===== config.mk =====
export PLATFORM = sky130hd
export DESIGN_NAME = vga_timing_gen
export DESIGN_NICKNAME = d
export VERILOG_FILES = /design/src/rtl/vga_timing_gen.sv
export SDC_FILE = /design/constraint.sdc
export NUM_CORES = 1
export LEC_CHECK = 0
export ABC_AREA = 0
export CAP_MARGIN = 20
export CORE_ASPECT_RATIO = 0.6
export CORE_MARGIN = 5
export CORE_UTILIZATION = 41
export CTS_CLUSTER_DIAMETER = 50
export DETAILED_ROUTE_END_ITERATION = 10
export HOLD_SLACK_MARGIN = 0.15
export REMOVE_ABC_BUFFERS = 1
export SLEW_MARGIN = 20
export SYNTH_ARGS = -nofsm -noshare
export SYNTH_HDL_FRONTEND = slang
export SYNTH_SLANG_ARGS = --single-unit

===== constraint.sdc =====
create_clock -name clk -period 4.4 [get_ports clk]
set_input_delay 0.44 -clock clk [delete_from_list [all_inputs] [get_ports clk]]
set_output_delay 0.44 -clock clk [all_outputs]
set_load 0.02 [all_outputs]

===== src/rtl/vga_timing_gen.sv =====
// Parametrised raster timing generator: sync, blanking, pixel coordinates,
// line/frame/vblank strobes and a look-ahead fetch coordinate for pipelined RAM reads.
module vga_timing_gen #(
  parameter int H_ACTIVE   = 640,
  parameter int H_FP       = 16,
  parameter int H_SYNC     = 96,
  parameter int H_BP       = 48,
  parameter int V_ACTIVE   = 480,
  parameter int V_FP       = 10,
  parameter int V_SYNC     = 2,
  parameter int V_BP       = 33,
  parameter bit HS_POL     = 1'b0,
  parameter bit VS_POL     = 1'b0,
  parameter int FETCH_LEAD = 2,
  parameter int CW         = 11
) (
  input  logic          clk,
  input  logic          rst,
  input  logic          en,
  output logic          h_sync_o,
  output logic          v_sync_o,
  output logic          active,
  output logic [CW-1:0] pos_x,
  output logic [CW-1:0] pos_y,
  output logic          fetch_valid,
  output logic [CW-1:0] fetch_x,
  output logic [CW-1:0] fetch_y,
  output logic          line_start,
  output logic          frame_start,
  output logic          vblank_start
);

  localparam int H_TOTAL = H_ACTIVE + H_FP + H_SYNC + H_BP;
  localparam int V_TOTAL = V_ACTIVE + V_FP + V_SYNC + V_BP;

  if (H_ACTIVE < 1 || H_FP < 1 || H_SYNC < 1 || H_BP < 1 ||
      V_ACTIVE < 1 || V_FP < 1 || V_SYNC < 1 || V_BP < 1) begin : g_bad_timing
    $error("vga_timing_gen: active, porch and sync parameters must all be non-zero");
  end
  if (FETCH_LEAD < 0 || FETCH_LEAD > H_FP + H_SYNC + H_BP) begin : g_bad_lead
    $error("vga_timing_gen: FETCH_LEAD outside 0..H_FP+H_SYNC+H_BP");
  end
  if (CW < 2 || CW > 30 || (H_TOTAL - 1) >= (1 << CW) || (V_TOTAL - 1) >= (1 << CW)) begin : g_bad_cw
    $error("vga_timing_gen: CW too narrow for the line or frame totals");
  end

  localparam logic [CW-1:0] H_LAST  = CW'(H_TOTAL - 1);
  localparam logic [CW-1:0] V_LAST  = CW'(V_TOTAL - 1);
  localparam logic [CW-1:0] H_ACT   = CW'(H_ACTIVE);
  localparam logic [CW-1:0] V_ACT   = CW'(V_ACTIVE);
  localparam logic [CW-1:0] H_SB    = CW'(H_ACTIVE + H_FP);
  localparam logic [CW-1:0] H_SE    = CW'(H_ACTIVE + H_FP + H_SYNC);
  localparam logic [CW-1:0] V_SB    = CW'(V_ACTIVE + V_FP);
  localparam logic [CW-1:0] V_SE    = CW'(V_ACTIVE + V_FP + V_SYNC);
  localparam logic [CW:0]   F_LEAD  = (CW+1)'(FETCH_LEAD);
  localparam logic [CW:0]   H_TOT_W = (CW+1)'(H_TOTAL);

  logic [CW-1:0] h_cnt_q, h_cnt_d, v_cnt_q, v_cnt_d;
  logic          h_sync_q, h_sync_d, v_sync_q, v_sync_d;
  logic          active_q, active_d;
  logic [CW-1:0] pos_x_q, pos_x_d, pos_y_q, pos_y_d;
  logic          fetch_valid_q, fetch_valid_d;
  logic [CW-1:0] fetch_x_q, fetch_x_d, fetch_y_q, fetch_y_d;
  logic          line_start_q, line_start_d;
  logic          frame_start_q, frame_start_d;
  logic          vblank_start_q, vblank_start_d;

  logic [CW-1:0] h_nxt, v_nxt, fh_nxt, fv_nxt;
  logic [CW:0]   fh_sum;
  logic          fh_wrap, act_nxt, fvalid_nxt;

  always_comb begin
    h_nxt = (h_cnt_q == H_LAST) ? '0 : h_cnt_q + 1'b1;
    v_nxt = v_cnt_q;
    if (h_cnt_q == H_LAST) begin
      v_nxt = (v_cnt_q == V_LAST) ? '0 : v_cnt_q + 1'b1;
    end
    // Look-ahead never exceeds one blanking interval, so a single wrap suffices.
    fh_sum  = {1'b0, h_nxt} + F_LEAD;
    fh_wrap = (fh_sum >= H_TOT_W);
    fh_nxt  = fh_wrap ? CW'(fh_sum - H_TOT_W) : fh_sum[CW-1:0];
    fv_nxt  = v_nxt;
    if (fh_wrap) begin
      fv_nxt = (v_nxt == V_LAST) ? '0 : v_nxt + 1'b1;
    end
    act_nxt    = (h_nxt < H_ACT) && (v_nxt < V_ACT);
    fvalid_nxt = (fh_nxt < H_ACT) && (fv_nxt < V_ACT);
  end

  always_comb begin
    h_cnt_d        = h_cnt_q;
    v_cnt_d        = v_cnt_q;
    h_sync_d       = h_sync_q;
    v_sync_d       = v_sync_q;
    active_d       = active_q;
    pos_x_d        = pos_x_q;
    pos_y_d        = pos_y_q;
    fetch_valid_d  = fetch_valid_q;
    fetch_x_d      = fetch_x_q;
    fetch_y_d      = fetch_y_q;
    line_start_d   = 1'b0;
    frame_start_d  = 1'b0;
    vblank_start_d = 1'b0;
    if (en) begin
      h_cnt_d        = h_nxt;
      v_cnt_d        = v_nxt;
      h_sync_d       = (h_nxt >= H_SB && h_nxt < H_SE) ? HS_POL : ~HS_POL;
      v_sync_d       = (v_nxt >= V_SB && v_nxt < V_SE) ? VS_POL : ~VS_POL;
      active_d       = act_nxt;
      pos_x_d        = act_nxt ? h_nxt : '0;
      pos_y_d        = act_nxt ? v_nxt : '0;
      fetch_valid_d  = fvalid_nxt;
      fetch_x_d      = fvalid_nxt ? fh_nxt : '0;
      fetch_y_d      = fvalid_nxt ? fv_nxt : '0;
      line_start_d   = (h_nxt == '0);
      frame_start_d  = (h_nxt == '0) && (v_nxt == '0);
      vblank_start_d = (h_nxt == '0) && (v_nxt == V_ACT);
    end
  end

  // Reset parks the counters on the last pixel so the first enabled edge shows (0,0).
  always_ff @(posedge clk) begin
    if (rst) begin
      h_cnt_q        <= H_LAST;
      v_cnt_q        <= V_LAST;
      h_sync_q       <= ~HS_POL;
      v_sync_q       <= ~VS_POL;
      active_q       <= 1'b0;
      pos_x_q        <= '0;
      pos_y_q        <= '0;
      fetch_valid_q  <= 1'b0;
      fetch_x_q      <= '0;
      fetch_y_q      <= '0;
      line_start_q   <= 1'b0;
      frame_start_q  <= 1'b0;
      vblank_start_q <= 1'b0;
    end else begin
      h_cnt_q        <= h_cnt_d;
      v_cnt_q        <= v_cnt_d;
      h_sync_q       <= h_sync_d;
      v_sync_q       <= v_sync_d;
      active_q       <= active_d;
      pos_x_q        <= pos_x_d;
      pos_y_q        <= pos_y_d;
      fetch_valid_q  <= fetch_valid_d;
      fetch_x_q      <= fetch_x_d;
      fetch_y_q      <= fetch_y_d;
      line_start_q   <= line_start_d;
      frame_start_q  <= frame_start_d;
      vblank_start_q <= vblank_start_d;
    end
  end

  assign h_sync_o     = h_sync_q;
  assign v_sync_o     = v_sync_q;
  assign active       = active_q;
  assign pos_x        = pos_x_q;
  assign pos_y        = pos_y_q;
  assign fetch_valid  = fetch_valid_q;
  assign fetch_x      = fetch_x_q;
  assign fetch_y      = fetch_y_q;
  assign line_start   = line_start_q;
  assign frame_start  = frame_start_q;
  assign vblank_start = vblank_start_q;

endmodule

==> impl_results.md, run 1 <==
- Max capacitance violation total: 0
- Worst path cell trace: inv_1 > ha_1 > or4b_1 > a22oi_1 > nand4_1 > mux2i_1 > nand3b_1 > nand2_1 > a21o_1 > a211o_1 > buf_4 > o41ai_1
- Initial antenna violation count: 0
- Met2 usage: about a quarter
- Num rows: 28
- Ys async rst share: 0%
- Final setup margin: 0.338 ns
- Synth cell count leaders: 73 x dfxtp_1, 65 x nand2_1, 51 x nor2_1, 27 x clkbuf_1, 25 x a21oi_1
- Crit path max-delay cell type: mux2i_1
- Fmax: 0.246 GHz
- Detailed-route via count: between 4000 and 5000
- Synth top area cells: dfxtp_1 35%, nand2_1 5.9%, nor2_1 4.6%, xnor2_1 4.0%, o31ai_1 3.4%
- Post-Syn Instances: 526
- Final setup fails: 0
- Largest net degree at the start of global routing: 45
- Main flop type after synthesis: dfxtp_1
- Die ar.: 12300 um2
- Area grow syn2layout: 26.2%
- Post-DR wirelength/cell: ~17 um
- Psw: around 0.7 mW
- Power per Cell Area: 403 nW/um2
- Peak supply drop: 219 uV
- Hold Fails Final Rpt: 0
- Bufs on Longest Clock Path: 2
- CP Launch Type: register
- Worst-path clk slew: 0.06 ns
- HPWL after DPL: 8870 um
- # port buffers: 53
- 1st-iter DRT viols: 423
- # DRC: 0
- Total power: 2.12 mW
- Worst-path maximum fanout: 10
- DR pass1 iterations: 5
- Tightest Pin Transition: 0.677 ns
- Cell internal pwr: about 1.4 mW
- CTS resizes: 0
- Synth unique cells: 67
- Count leader, synth: dfxtp_1
- Hold buffer count at CTS: 0
- Grt met1 use: between 30 and 40%
- Critical Path AT: 4.30 ns
- Setup Skew: 0.00458 ns
- Synth Register Bits: 73
- Crit path required time: 4.64 ns
- Io pins: 54
- Worst min-delay path startpoint: fetch_x[5]
- Final setup TNS: 0 ns
- Die W: 140 um
- Gr ovfl total: 0
- CP peak stage delay: 0.62 ns
- Comb pwr share: between 20% and 30%
- Yosys top cell by area: dfxtp_1
- EDFF count, synth: 0
- Grt met3 use: under 10%
- CP Capture Type: register
- Die Y: 88.1 um
- Initial Utilization: 42.1%
- Top cell type's share of synthesized area: 35.1%
- Part of the power in the clock network: 37.5%
- Postcts setup bufs: 0
- Status: finished clean
- Synthesis warning total: 0
- First-pass GRT wire length: 19800 um
- Post-route ant nets: 0
- Vias in the first global route: around 3500
- All-Layer GR Usage: approximately 20%
- Sequential share of power: 34.8%
- Period utilization: 92.3%
- Reg-to-Reg Start: h_cnt_q[1]
- # nets final: roughly 600
- GRT busiest layer: met1
- WL final: 12200 um
- Sw frac: 32.1%
- Cell total after placement: 704
- Layout cells sized above 1: 9.91%
- Placer Congestion: 0.887
- Post-place setup slack: 0.173 ns
- CTS buffer count: 9
- Crit. Startpoint: h_cnt_q[1]
- Clock latency on the worst-skew pair: 0.34 ns
- Worst hold path class: register to register
- CTS root buffer: clkbuf_16
- Setup CP Type: register to register
- N_diodes: 0
- Fin crit period: 4.06 ns
- CORE AREA: 9880 um2
- Synthesized cell area: 4160 um2
- Max-slew violations: 0
- Sequential area share after synthesis: a little over a third
- Cell Count, Final, Fillers Out: 720
- Slew HR: 53.6%
- CTS tree: built
- Unrepaired setup endpoints after global routing: false
- Avg Inst Size Synth: 7.91 um2
- Clock net sink count: 73
- DR vias/cell: 5.56
- P_leak: 1.94 nW
- H-tree depth: 3
==> per-layer routing <==
layer / vias up / part of all wire, %
li1: 1994 / -
met1: 1835 / 56
met2: 154 / 35
met3: 18 / 7.3
met4: 0 / 1.3
met5: - / 0
==> power by group through the flow <==
stage	Sequential, mW	Combinational (mW)	Clock (mW)
CTS	0.735	0.571	0.814
finish	0.738	0.586	0.796
detailed placement	0.749	0.566	0
global placement	0.748	0.565	0
global route	0.744	0.641	0.842
floorplan	0.765	0.350	0
==> worst max-delay path: cells and delay by family (launching register included) <==
kind	cells	cell delay (ns)
simple gates	4	1.05
fa+ha+maj	1	0.33
mux	1	0.62
buf+inv	2	0.26
flops	1	0.55
compound gates	4	1.15
==> cells by family (layout without fill, tap and decap cells) <==
kind of cell             after synthesis  after routing  synth area share [%]
flip-flops                            73             73                  35.1
multiplexers                           8              8                  2.04
adder cells (fa/ha/maj)                9              9                  2.71
AO/OA/AOI/OAI                        121            121                  19.8
XOR/XNOR                              33             33                  6.94
AND/OR/NAND/NOR                      232            232                  28.6
buffers and inverters                 50            109                  4.75
==> sequential cells by signal, summed over array words and instances, names as in the netlist <==
name,cells
fetch_x,11
fetch_y,11
h_cnt_q,11
pos_x,11
pos_y,11
v_cnt_q,11
active,1
fetch_valid,1
frame_start,1
h_sync_o,1
line_start,1
v_sync_o,1
vblank_start,1
==> area by class of cell <==
class                      instances  area, um2
multi-input combinational        403       2530
sequential                        73       1460
inverter                          15       56.3
clock inverter                     4       76.3
timing repair buffer              78        713
tap                              135        169
fill                             975       4620
clock buffer                      12        246
==> through the flow <==
stage                     hold slack [ns]  area (um2)  utilization [%]
after global routing                0.466        5260             53.2
after detailed placement            0.441        4900             49.6
after CTS                           0.453        5230             52.9
final                               0.447        5260             53.2
after floorplan                     0.486        4020                -
after global placement              0.441        4900             49.6
==> cell usage in the layout (no fill, tap or decap), types with 3 or more instances in the layout <==
cell type / netlist / routed
dfxtp_1: 73 / 73
nand2_1: 65 / 65
clkdlybuf4s50_1: 0 / 52
nor2_1: 51 / 51
a21oi_1: 25 / 25
buf_4: 1 / 25
xnor2_1: 19 / 19
o31ai_1: 19 / 19
o21ai_0: 18 / 18
nand3_1: 19 / 18
nor3_1: 18 / 18
a211oi_1: 17 / 17
inv_1: 14 / 14
xor2_1: 14 / 14
nand4_1: 11 / 11
nand2b_1: 10 / 10
or3_1: 9 / 9
clkbuf_16: 0 / 9
and3_1: 8 / 8
and2_1: 8 / 8
ha_1: 9 / 8
nor4_1: 7 / 7
nor2b_1: 6 / 6
mux2i_1: 4 / 4
mux2_2: 4 / 4
a211o_1: 4 / 4
o21a_1: 3 / 3
o21ai_1: 3 / 3
==> final timing paths <==
check | end | slack (ns) | cells after the start
worst max-delay path | fetch_x[0] | 0.34 | 12
worst min-delay path | fetch_x[5] | 0.45 | 2
worst max register to register | fetch_x[0] | 0.34 | 12
worst min register to register | fetch_x[5] | 0.45 | 2
Note: power is estimated with default switching activity, not from simulation.
==> inputs of run 2 (changes only) <==
Settings changed: CORE_UTILIZATION 41 to 56, GPL_TIMING_DRIVEN set to 0, PLACE_DENSITY set to 0.81.
==> run 2 against run 1 <==
  * Sequential share of layout area is 0.21 points higher
  * Highest routed layer unchanged
  * Register-to-register slack lost 0.08 ns
  * Largest power group unchanged
  * Critical path type unchanged
  * Combinational power fell by 3%
==> impl_results.md, run 2 (synthesis results as in run 1) <==
- Status: finished clean
- WL final: 11200 um (-8.4%)
- Area grow syn2layout: 25.5%
- Io pins: 54 (unchanged)
- P_leak: 1.89 nW (-2.8%)
- Fmax: 0.242 GHz (-1.8%)
- Initial antenna violation count: 0 (unchanged)
- Worst-path clk slew: 0.06 ns (about the same)
- Part of the power in the clock network: 40.2% (+2.7 points)
- Largest net degree at the start of global routing: 39 (-13%)
- Highest routed layer: met4
- Final Core Density: 72.2% (+19 points)
- Final setup fails: 0 (unchanged)
- 1st-iter DRT viols: 574 (+36%)
- Comb pwr share: 26.0% (-1.6 points)
- Post-route ant nets: 0 (unchanged)
- # DRC: 0 (unchanged)
- Post-place setup slack: -0.699 ns (-0.872 ns)
- HPWL after DPL: 7840 um (-12%)
- Final setup margin: 0.262 ns (-0.0758 ns)
- CP Capture Type: register
- Met1 wire length: 5630 um (-18%)
- Cell total after placement: 650 (-7.7%)
- Num rows: 24 (-14%)
- Cell area after layout: 5230 um2 (-0.57%)
- Hold Fails Final Rpt: 0 (unchanged)
- Total power: 2.19 mW (+3.5%)
- WL met3: 1120 um (+26%)
- CTS buffer count: 9 (unchanged)
- Detailed-route via count: 4063 (+1.5%)
- All-Layer GR Usage: 23.8% (+3.5 points)
- Power per Cell Area: 420 nW/um2 (+4.1%)
- H-tree depth: 3 (unchanged)
- Initial Utilization: 57.5% (+15 points)
- Slew HR: 46.1% (-7.5 points)
- WL met2: 4310 um (+1.1%)
- Peak supply drop: 253 uV (+16%)
- CTS root buffer: clkbuf_16
- Fin crit period: 4.14 ns (+0.0758 ns)
- Sw frac: 30.7% (-1.4 points)
- Clock latency on the worst-skew pair: 0.34 ns (about the same)
- Setup CP Type: register to register
- Max-slew violations: 0 (unchanged)
- Tightest Pin Transition: 0.800 ns (+0.123 ns)
- Gr ovfl total: 0 (unchanged)
- Worst-path maximum fanout: 19 (+9)
- Crit path required time: 4.62 ns (-0.02 ns)
- Die ar.: 9310 um2 (-24%)
- Post-DR wirelength/cell: 16.6 um (-1.6%)
- Layout cells sized above 1: 9.72% (-0.20 points)
- Die W: 121 um (-13%)
- DR vias/cell: 6.06 (+9.1%)
- Sequential share of power: 33.8% (-1.0 points)
- Final setup TNS: 0 ns (unchanged)
- CORE AREA: 7240 um2 (-27%)
- Commonest non-fill, non-tap cell in the layout: dfxtp_1
- First-pass GRT wire length: 18200 um (-8.1%)
- Clock net sink count: 73 (unchanged)
- Psw: 0.674 mW (-0.91%)
- Placer Congestion: 0.929 (+4.7%)
- Vias in the first global route: 3552 (+0.25%)
- Die Y: 76.8 um (-13%)
- CP Launch Type: register
- Reg2reg setup slack: 0.26 ns (-0.08 ns)
- Max capacitance violation total: 0 (unchanged)
- Dpl cell area: 4720 um2 (-3.8%)
- Bufs on Longest Clock Path: 2 (unchanged)
- Period utilization: 94.0% (+1.7 points)
- Setup Skew: 0.00665 ns (+0.00206 ns)
- DR pass1 iterations: 5 (unchanged)
- CTS tree: built
- Worst hold path class: register to register
- Commonest non-fill, non-tap cells in the layout: 71 x dfxtp_1, 65 x nand2_1, 51 x clkdlybuf4s50_1
- # nets final: 573 (-3.2%)
- # port buffers: 53 (unchanged)
- N_diodes: 0 (unchanged)
- Hold slack: 0.450 ns (+0.00283 ns)
- Cell internal pwr: 1.52 mW (+5.6%)
- Cell Count, Final, Fillers Out: 670 (-6.9%)
- Critical Path AT: 4.35 ns (+0.05 ns)
## run 2: power by group through the flow
| stage | Sequential (mW) | Clock (mW) | Combinational [mW] |
|---|---|---|---|
| after CTS | 0.739 | 0.892 | 0.543 |
| after global routing | 0.748 | 0.927 | 0.622 |
| after global placement | 0.750 | 0 | 0.509 |
| after floorplan | 0.765 | 0 | 0.350 |
| final | 0.742 | 0.881 | 0.571 |
| after detailed placement | 0.753 | 0 | 0.522 |
## run 2: final cells by class
class,count,area (um2)
clock buffer,12,267
clock inverter,4,97.6
fill,552,2010
inverter,15,56.3
multi-input combinational,403,2610
sequential,73,1460
tap,104,130
timing repair buffer,59,598
## run 2: repair_timing
item	CTS	global route
pin swaps	1	2
setup buffers	1	3
endpoints found under the setup margin	37	36
hold endpoints to repair	0	0
hold buffers	0	0
gates resized for setup	9	11
## run 2: worst max-delay path: stages (launching register included)
cell       delay (ns)
dfxtp_1          0.58
clkinv_1         0.38
or4b_1           0.62
a22oi_1          0.35
nand4_1          0.29
mux2i_4          0.35
nor2_2           0.57
a2bb2oi_2        0.31
nor4_4           0.09
buf_12           0.17
o41ai_1          0.28
## run 2: per-layer routing
metal	vias up	track usage [%]
met3	11	6.10
met5	-	0
met2	206	31.8
met4	0	4.70
met1	1894	37.9
li1	1952	-
## run 2: path summary, 6_finish.rpt
path | depth (start not counted) | from | endpoint
worst min-delay path | 2 | fetch_valid | fetch_valid
worst max register to register | 10 | h_cnt_q[4] | fetch_x[0]
worst max-delay path | 10 | h_cnt_q[4] | fetch_x[0]
worst min register to register | 2 | fetch_valid | fetch_valid
==> inputs of run 3 (changes only) <==
Settings changed: CORE_UTILIZATION 56 to 50, PLACE_DENSITY 0.81 to 0.76.
Clock period 4.4 ns to 3.4 ns, I/O delays scaled along.
==> run 3 against run 2 <==
  * The flow now finishes with violations (setup timing)
  * Final cell count increased by 12%
  * Clock skew increased by 0.00061 ns
  * Combinational power increased by 110%
  * Sequential power increased by 30%
  * Via count increased by 19%
  * Core utilization increased by 8.0 points
  * Clock power increased by 20%
  * Sequential cell count unchanged
  * Global-route usage increased by 2.2 points
  * Routed wire length increased by 37%
  * Largest power group is now combinational cells
==> impl_results.md, run 3 (synthesis results as in run 1) <==
- Status: finished, violations left
- Failing checks: setup timing
- Gr ovfl total: 0 (unchanged)
- Unrepaired setup endpoints after global routing: true
- DR pass1 iterations: 5 (unchanged)
- Detailed-route via count: 4827 (+19%)
- Placer Congestion: 0.900 (-3.1%)
- Cell total after placement: 653 (+0.46%)
- Post-DR wirelength/cell: 20.3 um (+22%)
- Worst-path clk slew: 0.06 ns (about the same)
- Tightest Pin Transition: 0.932 ns (+0.132 ns)
- Setup Skew: 0.00726 ns (+0.000609 ns)
- Final setup fails: 20 (+20)
- Slew HR: 37.8% (-8.3 points)
- Setup CP Type: register to register
- Final setup margin: -0.144 ns (-0.406 ns)
- Clock net sink count: 73 (unchanged)
- Initial Utilization: 52.2% (-5.3 points)
- N_diodes: 0 (unchanged)
- Io pins: 54 (unchanged)
- Num rows: 25 (+4.2%)
- H-tree depth: 3 (unchanged)
- Max capacitance violation total: 0 (unchanged)
- Cell Count, Final, Fillers Out: 752 (+12%)
- Commonest non-fill, non-tap cells in the layout: 72 x buf_4, 62 x nand2_1, 57 x dfxtp_1
- Commonest non-fill, non-tap cell in the layout: buf_4
- 1st-iter DRT viols: 623 (+8.5%)
- Worst R2R Path Depth: 15 (+5)
- Hold Crit Depth: 1 (-1)
- Die ar.: 10300 um2 (+11%)
- # nets final: 651 (+14%)
- Layout cells sized above 1: 32.3% (+23 points)
- CTS buffer count: 9 (unchanged)
- Worst min-delay path startpoint: fetch_x[10]
- RR Endpoint: fetch_y[3]
- CP Launch Type: register
- First-pass GRT wire length: 21200 um (+16%)
- # port buffers: 53 (unchanged)
- CP peak stage delay: 0.56 ns (-0.06 ns)
- Area grow syn2layout: 53.7%
- Fin crit period: 3.54 ns (-0.594 ns)
- Vias in the first global route: 3931 (+11%)
- P_leak: 2.38 nW (+26%)
- Period utilization: 104% (+10 points)
- Max-slew violations: 0 (unchanged)
- Fill cell count: 459 (-17%)
- Hold Fails Final Rpt: 0 (unchanged)
- HPWL after DPL: 7990 um (+2.0%)
- Worst path cell trace: or4_4 > nor4_4 > buf_4 > buf_4 > a21oi_1 > o22ai_1 > and3_1 > nor4bb_4 > buf_4 > buf_4 > buf_4 > nor2_1 > o21a_1 > o21ai_0 > o31ai_1
- Final setup TNS: -1.93 ns (-1.93 ns)
- Crit path required time: 3.62 ns (-1.00 ns)
- Clock latency on the worst-skew pair: 0.35 ns (about the same)
- CP Capture Type: register
- Largest net degree at the start of global routing: 40 (+2.6%)
- Worst hold path class: register to register
- Hold path endpoint: fetch_x[10]
- CTS root buffer: clkbuf_16
- Fmax: 0.282 GHz (+17%)
- Critical Path AT: 3.77 ns (-0.58 ns)
- Initial antenna violation count: 0 (unchanged)
- CORE AREA: 7980 um2 (+10%)
- Post-route ant nets: 0 (unchanged)
- Hold buffer count at CTS: 0 (unchanged)
- Power per Cell Area: 500 nW/um2 (+19%)
- Worst-path maximum fanout: 6 (-13)
- Die W: 128 um (+5.4%)
- CTS tree: built
- Hold slack: 0.456 ns (+0.00548 ns)
- Reg2reg setup slack: -0.14 ns (-0.41 ns)
- Reg-to-Reg Start: v_cnt_q[6]
- Most common cell on crit path: buf_4
- # DRC: 0 (unchanged)
- Bufs on Longest Clock Path: 2 (unchanged)
- Crit path max-delay cell type: or4_4
- DR vias/cell: 6.42 (+5.8%)
- WL final: 15200 um (+37%)
- All-Layer GR Usage: 26.1% (+2.2 points)
- Peak supply drop: 394 uV (+56%)
- Die Y: 80.7 um (+5.1%)
==> run 3: cell types whose count changed in the layout (fill, tap and decap cells not counted), sizes merged <==
cell,previous run,this run
clkinv,1,2
mux2i,4,5
inv,14,15
a211o,4,7
buf,8,81
bufinv,3,2
clkinvlp,1,0
clkbuf,12,13
==> run 3: worst max-delay path, delay by kind of cell, from the launching register on <==
family | cells | cell delay, ns
buf+inv | 5 | 0.73
compound gates | 5 | 0.84
simple gates | 5 | 1.49
flops | 1 | 0.36
==> run 3: timing repair <==
item / in CTS / in global routing
pin swaps: 19 / 31
gates cloned: 4 / 3
endpoints found under the setup margin: 43 / 36
resized for setup: 75 / 83
buffers inserted: 44 / 34
==> run 3: metal layers <==
layer	vias to the layer above	wire (um)	part of all wire, %	track usage [%]
met5	-	0	0	0
met4	0	528	3.5	7.20
met3	65	1630	11	6.25
met2	343	6590	43	38.6
met1	2282	6480	43	37.6
li1	2137	-	-	-
==> run 3: area by class of cell <==
cell class | instances | area [um2] | area share, %
Clock buffer | 12 | 256 | 4.01
Sequential cell | 73 | 1510 | 23.6
Timing Repair Buffer | 133 | 1180 | 18.4
Clock inverter | 4 | 73.8 | 1.15
Multi-Input combinational cell | 407 | 3180 | 49.8
Inverter | 15 | 63.8 | 0.998
Tap cell | 108 | 135 | 2.11
==> run 3: how the worst max path moves through the flow <==
stage               startpoint         end  slack [ns]  cells after the start
floorplan           h_cnt_q[0]  fetch_x[0]       -0.62                     11
global placement    h_cnt_q[0]  fetch_x[0]       -1.67                     10
detailed placement  h_cnt_q[0]  fetch_x[0]       -1.58                     11
CTS                 v_cnt_q[5]  fetch_x[0]      0.0004                     13
global route        h_cnt_q[0]  fetch_y[0]       -0.23                     12
finish              v_cnt_q[6]  fetch_y[3]       -0.14                     15
==> run 3: power breakdown <==
part	internal, mW	switching [mW]
logic	0.521	0.657
clock network	0.684	0.372
registers	0.899	0.0669
total	2.10	1.10
==> run 3: stage by stage <==
stage                     utilization (%)  cell area (um2)  total power, mW  worst slack [ns]
final                                80.2             6400             3.20            -0.144
after global routing                 80.2             6400             3.31            -0.231
after floorplan                         -             4020             1.44            -0.617
after detailed placement             59.0             4710             1.66             -1.58
after CTS                            72.7             5800             2.95          0.000375
after global placement               58.8             4690             1.64             -1.67
